## config.mk

```make
export PLATFORM = sky130hd
export DESIGN_NAME = dec_scan
export DESIGN_NICKNAME = d
export VERILOG_FILES = /design/src/rtl/dec_pkg.sv /design/src/rtl/dec_scan_tick_div.sv /design/src/rtl/dec_scan.sv
export SDC_FILE = /design/constraint.sdc
export NUM_CORES = 1
export LEC_CHECK = 0
export ABC_AREA = 1
export CORE_MARGIN = 2
export CORE_UTILIZATION = 46
export CTS_CLUSTER_SIZE = 12
export DETAILED_ROUTE_END_ITERATION = 8
export GPL_TIMING_DRIVEN = 0
export PLACE_DENSITY = 0.77
export REMOVE_ABC_BUFFERS = 1
export SLEW_MARGIN = 20
export SYNTH_ARGS = -nofsm -noshare
export SYNTH_HDL_FRONTEND = slang
export SYNTH_SLANG_ARGS = --single-unit
```

## constraint.sdc

```tcl
create_clock -name clk -period 1.8 [get_ports clk]
set_clock_uncertainty 0.2 [all_clocks]
set_input_delay 0.36 -clock clk [delete_from_list [all_inputs] [get_ports clk]]
set_output_delay 0.36 -clock clk [all_outputs]
set_load 0.02 [all_outputs]
```

## src/rtl/dec_pkg.sv

```systemverilog
// Shared types and helpers for the dec_scan one-hot decoder/scanner.
// Sized for the largest legal select width; users truncate to their own W.
package dec_pkg;

  localparam int MAX_N = 8;
  localparam int MAX_W = 1 << MAX_N;

  localparam logic MODE_DECODE = 1'b0;
  localparam logic MODE_SCAN   = 1'b1;

  typedef enum logic [1:0] {
    IDLE = 2'd0,
    HOLD = 2'd1,
    SCAN = 2'd2
  } state_e;

  function automatic logic [MAX_W-1:0] onehot(input logic [MAX_N-1:0] idx);
    onehot      = '0;
    onehot[idx] = 1'b1;
  endfunction

endpackage

```

## src/rtl/dec_scan_tick_div.sv

```systemverilog
// Scan-rate prescaler: counts 0..DIV-1 while enabled; tick marks the last count.
// clr restarts the count; a disabled divider holds its position.
module tick_div #(
  parameter int DIV = 4
) (
  input  logic clk,
  input  logic rst,
  input  logic clr,
  input  logic en,
  output logic tick
);

  localparam int            PW   = (DIV > 1) ? $clog2(DIV) : 1;
  localparam logic [PW-1:0] LAST = PW'(DIV - 1);

  logic [PW-1:0] r_cnt;

  assign tick = (r_cnt == LAST);

  always_ff @(posedge clk) begin
    if (rst || clr) begin
      r_cnt <= '0;
    end else if (en) begin
      r_cnt <= tick ? '0 : r_cnt + 1'b1;
    end
  end

endmodule

```

## src/rtl/dec_scan.sv

```systemverilog
// N-to-2^N one-hot decoder with registered output, valid/ready input and an
// autonomous scan mode that walks the active line every DIV cycles.
module dec_scan
  import dec_pkg::*;
#(
  parameter int N          = 4,
  parameter int DIV        = 4,
  parameter bit ACTIVE_LOW = 1'b0
) (
  input  logic                clk,
  input  logic                rst,
  input  logic                en,
  input  logic                mode,
  input  logic                in_valid,
  input  logic [N-1:0]        in_sel,
  output logic                in_ready,
  output logic [(1<<N)-1:0]   out,
  output logic                out_valid,
  output logic [N-1:0]        idx,
  output logic                wrap
);

  localparam int            W        = 1 << N;
  localparam logic [W-1:0]  INACTIVE = {W{ACTIVE_LOW}};

  state_e       r_state, w_state_nxt;
  logic [N-1:0] r_idx, w_idx_nxt;
  logic [W-1:0] r_out, w_out_nxt;
  logic         r_vld, w_vld_nxt;
  logic         r_wrap, w_wrap_nxt;
  logic         w_clr, w_cnt_en, w_tick;

  tick_div #(.DIV(DIV)) u_div (
    .clk  (clk),
    .rst  (rst),
    .clr  (w_clr),
    .en   (w_cnt_en),
    .tick (w_tick)
  );

  assign in_ready = en && (mode == MODE_DECODE) && (r_state != SCAN);

  always_comb begin
    w_state_nxt = r_state;
    w_idx_nxt   = r_idx;
    w_vld_nxt   = r_vld;
    w_wrap_nxt  = 1'b0;
    w_clr       = 1'b0;
    w_cnt_en    = 1'b0;

    // Disable parks the block but keeps idx and prescaler where they were.
    if (!en) begin
      w_state_nxt = IDLE;
      w_vld_nxt   = 1'b0;
    end else begin
      unique case (r_state)
        IDLE, HOLD: begin
          if (mode == MODE_SCAN) begin
            w_state_nxt = SCAN;
            w_idx_nxt   = '0;
            w_vld_nxt   = 1'b1;
            w_clr       = 1'b1;
          end else if (in_valid) begin
            w_state_nxt = HOLD;
            w_idx_nxt   = in_sel;
            w_vld_nxt   = 1'b1;
          end
        end
        SCAN: begin
          if (mode != MODE_SCAN) begin
            w_state_nxt = HOLD;
            w_clr       = 1'b1;
          end else begin
            w_cnt_en = 1'b1;
            if (w_tick) begin
              w_idx_nxt  = r_idx + 1'b1;
              w_wrap_nxt = &r_idx;
            end
          end
        end
        default: begin
          w_state_nxt = IDLE;
          w_vld_nxt   = 1'b0;
        end
      endcase
    end

    w_out_nxt = w_vld_nxt ? (W'(onehot(MAX_N'(w_idx_nxt))) ^ INACTIVE) : INACTIVE;
  end

  always_ff @(posedge clk) begin
    if (rst) begin
      r_state <= IDLE;
      r_idx   <= '0;
      r_vld   <= 1'b0;
      r_wrap  <= 1'b0;
      r_out   <= INACTIVE;
    end else begin
      r_state <= w_state_nxt;
      r_idx   <= w_idx_nxt;
      r_vld   <= w_vld_nxt;
      r_wrap  <= w_wrap_nxt;
      r_out   <= w_out_nxt;
    end
  end

  assign out       = r_out;
  assign out_valid = r_vld;
  assign idx       = r_idx;
  assign wrap      = r_wrap;

endmodule

```

Word level (Yosys, flattened, before mapping)
Index checks and enable logic that the tools add are counted.
{"block": "word_totals", "ff_bits": 26, "inputBits": 9, "output_inout_bits": 23, "word_cells": 55}
{"block": "op_classes", "add_sub_neg": 2, "magnitude_cmp": 2, "n_eq_ne": 6, "mux": 23, "bitwise_logic": 5, "reduce_logical": 11}
{"operator": "2-to-1 mux 4 bit", "n": 5}
{"operator": "< comparator 4 x 9 -> 1 bit (second input constant)", "n": 1}
{"operator": "2-to-1 mux 1 bit", "n": 9}
{"operator": "2-to-1 mux 2 bit", "n": 4}
{"operator": "one-hot mux 4 bit (2 select lines)", "n": 1}
{"operator": "OR reduction 2 bit", "n": 3}
{"operator": "inverter 1 bit", "n": 5}
{"operator": "OR reduction 5 bit", "n": 1}
{"operator": "adder 4 x 1 -> 4 bit (second input constant)", "n": 1}
{"operator": "demux 1 bit (select 4 bit)", "n": 1}
{"operator": "equality test 2 bit (second input constant)", "n": 2}
{"operator": ">= comparator 4 x 1 -> 1 bit (second input constant)", "n": 1}
{"operator": "inequality test 2 bit (second input constant)", "n": 2}
{"operator": "one-hot mux 1 bit (2 select lines)", "n": 2}
{"operator": "one-hot mux 2 bit (2 select lines)", "n": 1}
{"operator": "AND reduction 4 bit", "n": 1}
{"operator": "logical AND 1 bit", "n": 3}
{"operator": "inequality test 3 bit (second input constant)", "n": 1}
{"operator": "adder 2 x 1 -> 2 bit (second input constant)", "n": 1}
{"operator": "equality test 2 x 1 -> 1 bit (second input constant)", "n": 1}
{"operator": "logical NOT 2 bit", "n": 1}
{"operator": "AND reduction 2 bit", "n": 1}
{"operator": "logical OR 1 bit", "n": 1}

Logic depth before layout (Yosys ltp)
{"block": "depth", "word_depth": 9, "depth_mapped": 10, "depth_no_buf": 9}

Hierarchy
From an unflattened synthesis, not the netlist that was laid out.
{"block": "hier_totals", "cells_unflattened": 173, "area_unflattened_um2": 1246.2}
{"mod": "dec_scan", "instances": 1, "cells_per_inst": 159, "area_each_um2": 1148.6, "seq_area_each_um2": 480.5}
{"mod": "tick_div", "instances": 1, "cells_per_inst": 14, "area_each_um2": 97.6, "seq_area_each_um2": 40.0}

Worst setup path before layout
Ideal clock, no wire load.
{"block": "synth_timing", "path_type": "flip-flop to output port", "startpoint": "register r_state[0]", "endpoint": "output port in_ready", "arrival_time_ns": 1.043, "required_ns": 1.240, "setup_slack_ns": 0.197, "path_stages_with_launch": 3, "n_path_buf": 0, "path_cell_list": "dfxtp_1 > nor2_8 > nor3_1"}
{"block": "synth_via", "elab_chain_cells": 2}
{"element": "start: declaration", "line_no": "dec_scan.sv:26", "rtl": "state_e r_state, w_state_nxt;"}
{"element": "start signal: assignment", "line_no": "dec_scan.sv:99", "rtl": "r_state <= w_state_nxt;"}
{"element": "inequality test 2 bit", "line_no": "dec_scan.sv:41", "rtl": "assign in_ready = en && (mode == MODE_DECODE) && (r_state != SCAN);"}
{"element": "logical AND 1 bit", "line_no": "dec_scan.sv:41"}
{"element": "end: declaration", "line_no": "dec_scan.sv:16", "rtl": "output logic in_ready,"}
No other way between the ends.

Worst setup path in the final report
{"block": "layout_timing", "startpoint": "register r_state[1]", "endpoint": "output port in_ready"}
Same word-level chain as after synthesis.

==> impl_results.md <==
* Run status: finished clean
* Residual antenna-violating net count after detailed routing at 0
* Core Rows at 18
* Summed negative setup slack over all endpoints at 0 ns
* Boundary Pins at 32
* Area Growth Syn to Fin at 41.0%
* Top area cells in the synthesized netlist: dfxtp_1, nand2_1, nand3_1, nor2_1, inv_1
* Wire length of the first global-routing pass at 4530 um
* Wire length per cell after detailed routing at 13.4 um
* Post-detailed-route DRC marker count at 0
* Largest area contributor in the netlist: dfxtp_1
* Worst supply voltage drop on vdd at 0.000498 V
* Clock insertion delay at the later pin of the skew report at 0.33 ns
* CTS Buf Count at 3
* Effective utilization at floorplan at 47.6%
* Slew @ Worst Pin at 0.426 ns
* Post-Synthesis Cells at 152
* Reported max-cap violation count at 0
* Area taken by flip-flops and latches at 529 um^2
* Worst EP arrival at approximately 1.2 ns
* Multi-input combinational cell area at 604 um^2
* Final Setup Violations at 0
* Overall Global Routing Usage at 21.5%
* Maximum net fanout on the critical path at 5
* Upper clock frequency limit at between 500 and 600 MHz
* Vias in the first global route at 1076
* Die height at 54.2 um
* Share of final-layout standard cells stronger than drive strength 1 at 23.0%
* Deepest clock path buffer count at 2
* Clock sink count at 26
* Cells on worst reg2reg path at 7
* CTS tree: done
* Placed cells at between 200 and 250
* Horizontal die dimension at 54.2 um
* Kind of end point of the critical path: output port
* Element type at the critical path start: register
* HPWL Detailed at approximately 2100 um
* Total detailed-routing wirelength at 2960 um
* Final critical delay including setup and external delays at 1.76 ns
* Total Nets Final at slightly above 200
* Buffers on Ports at 31
* Worst min path class: input port to register
* Antenna diode count at 0
* Sequential share of the synthesized area at 45.0%
* Final period util at 97.5%
* Detailed-routing iteration count for the pre-antenna-repair pass at 4
* Worst hold path stage count at 2
* Worst slew margin relative to its limit at 71.3%
* Warning count from the yosys run at 0
* Hold-fix buffers at CTS at 0
* Static power due to leakage at roughly 0.80 nW
* Vias after detailed routing at about 1100
* Clock transition at the registers of the reported paths at 0.15 ns
* Core Area at ~2400 um^2
* Total global routing overflow at 0
* Final Slew Violations at 0
* Syn avg cell area at between 7 and 8 um^2
* Violation count after the first detailed-routing iteration at 38
* Critical path start-end classification: register to output port
* Finished Layout Cells at 221
* Area share of the largest cell type after synthesis at approximately 45%
* Die Area at 2930 um^2
* Master cell of the clock root buffer: clkbuf_4
* Power Dens Cells at 739 nW/um^2
* Routability-driven placement congestion ratio at between 0.7 and 0.8
* Post-synthesis register bit count at 26
* Pin count of the biggest net entering global routing at 16
* Vias per cell at 5.19
* Number of filler instances in the final layout at 206
* Synth cell types at 21
* Post-synthesis instance area at 1160 um^2
* Antenna violations before repair at 0
* Clock H-tree levels at 1
* Required @ worst endpoint at 1.24 ns
* Final Hold Fails at 0
## layout by cell type, fill, tap and decap left out, drive strengths merged, types with 4 or more instances in the layout
cell type,instances
nand2,35
nor2,26
dfxtp,26
dlygate4sd2,24
nand3,24
inv,20
buf,7
clkdlybuf4s50,5
a21oi,5
nor3,4
o21ai,4
clkbuf,4
## logic make-up after synthesis
family                   synth area share [%]
AO/OA/AOI/OAI                            5.84
adder cells (fa/ha/maj)                  2.16
buffers and inverters                    7.35
flip-flops                               45.0
AND/OR/NAND/NOR                          39.7
## synthesized netlist by cell type
library cell  number
o21ai_1            1
nand2_2            1
o21ai_0            3
or3_1              1
clkbuf_2           1
nor3_1             4
nand2_4            1
nor2_1            25
buf_2              1
nand3_2            5
nand3_1           19
nand2_1           33
ha_1               2
nor2_8             1
inv_1             15
dfxtp_1           26
nand3b_4           1
inv_2              5
a21oi_4            2
nand4_1            2
a21oi_1            3
## layer usage
layer  up-vias  routed length [um]  global-route usage, %
met1       538                1190                   26.4
met2        45                1560                   37.8
met4         0                  38                   8.75
met3         4                 160                   2.50
li1        560                   -                      -
met5         -                   0                      0
## worst max-delay path: stages, from the launching register on
cell     delay (ns)
dfxtp_4        0.40
inv_4          0.10
nor2_8         0.05
nor3_1         0.14
buf_4          0.17
## per-stage QoR
stage	utilization [%]	area, um^2	hold WS [ns]	power [mW]	setup slack (ns)
2_1_floorplan	-	1150	0.232	0.724	0.197
3_3_place_gp	61.5	1500	0.254	0.793	-0.626
3_5_place_dp	61.5	1500	0.270	0.799	-0.625
4_1_cts	63.0	1530	0.285	1.19	0.000355
5_1_grt	67.1	1630	0.260	1.26	-0.00191
6_report	67.1	1630	0.230	1.21	0.0446
## area by class of cell
cell class / instances / area share, %
multi-input cells: 104 / 37.0
flip-flops and latches: 26 / 32.4
repair buffers: 37 / 20.2
inverters: 20 / 4.75
well taps: 30 / 2.30
clock inverters: 1 / 1.84
clock buffers: 3 / 1.38
## timing repair
item	CTS	global route
setup endpoints to repair	39	18
pin swaps	0	2
buffers inserted	2	4
endpoints found under the hold margin	0	0
gates resized for setup	33	20
## worst paths after layout
kind                   from        endpoint  slack (ns)
max reg2reg          idx[0]         out[10]        0.12
min reg2reg  u_div.r_cnt[0]  u_div.r_cnt[0]        0.32
max              r_state[1]        in_ready        0.04
min                    mode      r_state[0]        0.23
## where the power goes
part	internal (mW)	switching (mW)
combinational	0.0738	0.126
clock	0.225	0.179
sequential	0.589	0.0140
total	0.888	0.318
## sequential cells by signal, summed over array words and instances, names as in the netlist
| name | cells |
|---|---|
| wrap | 1 |
| out | 16 |
| idx | 4 |
| out_valid | 1 |
| u_div.r_cnt | 2 |
| r_state | 2 |
Note: power is estimated with default switching activity, not from simulation.
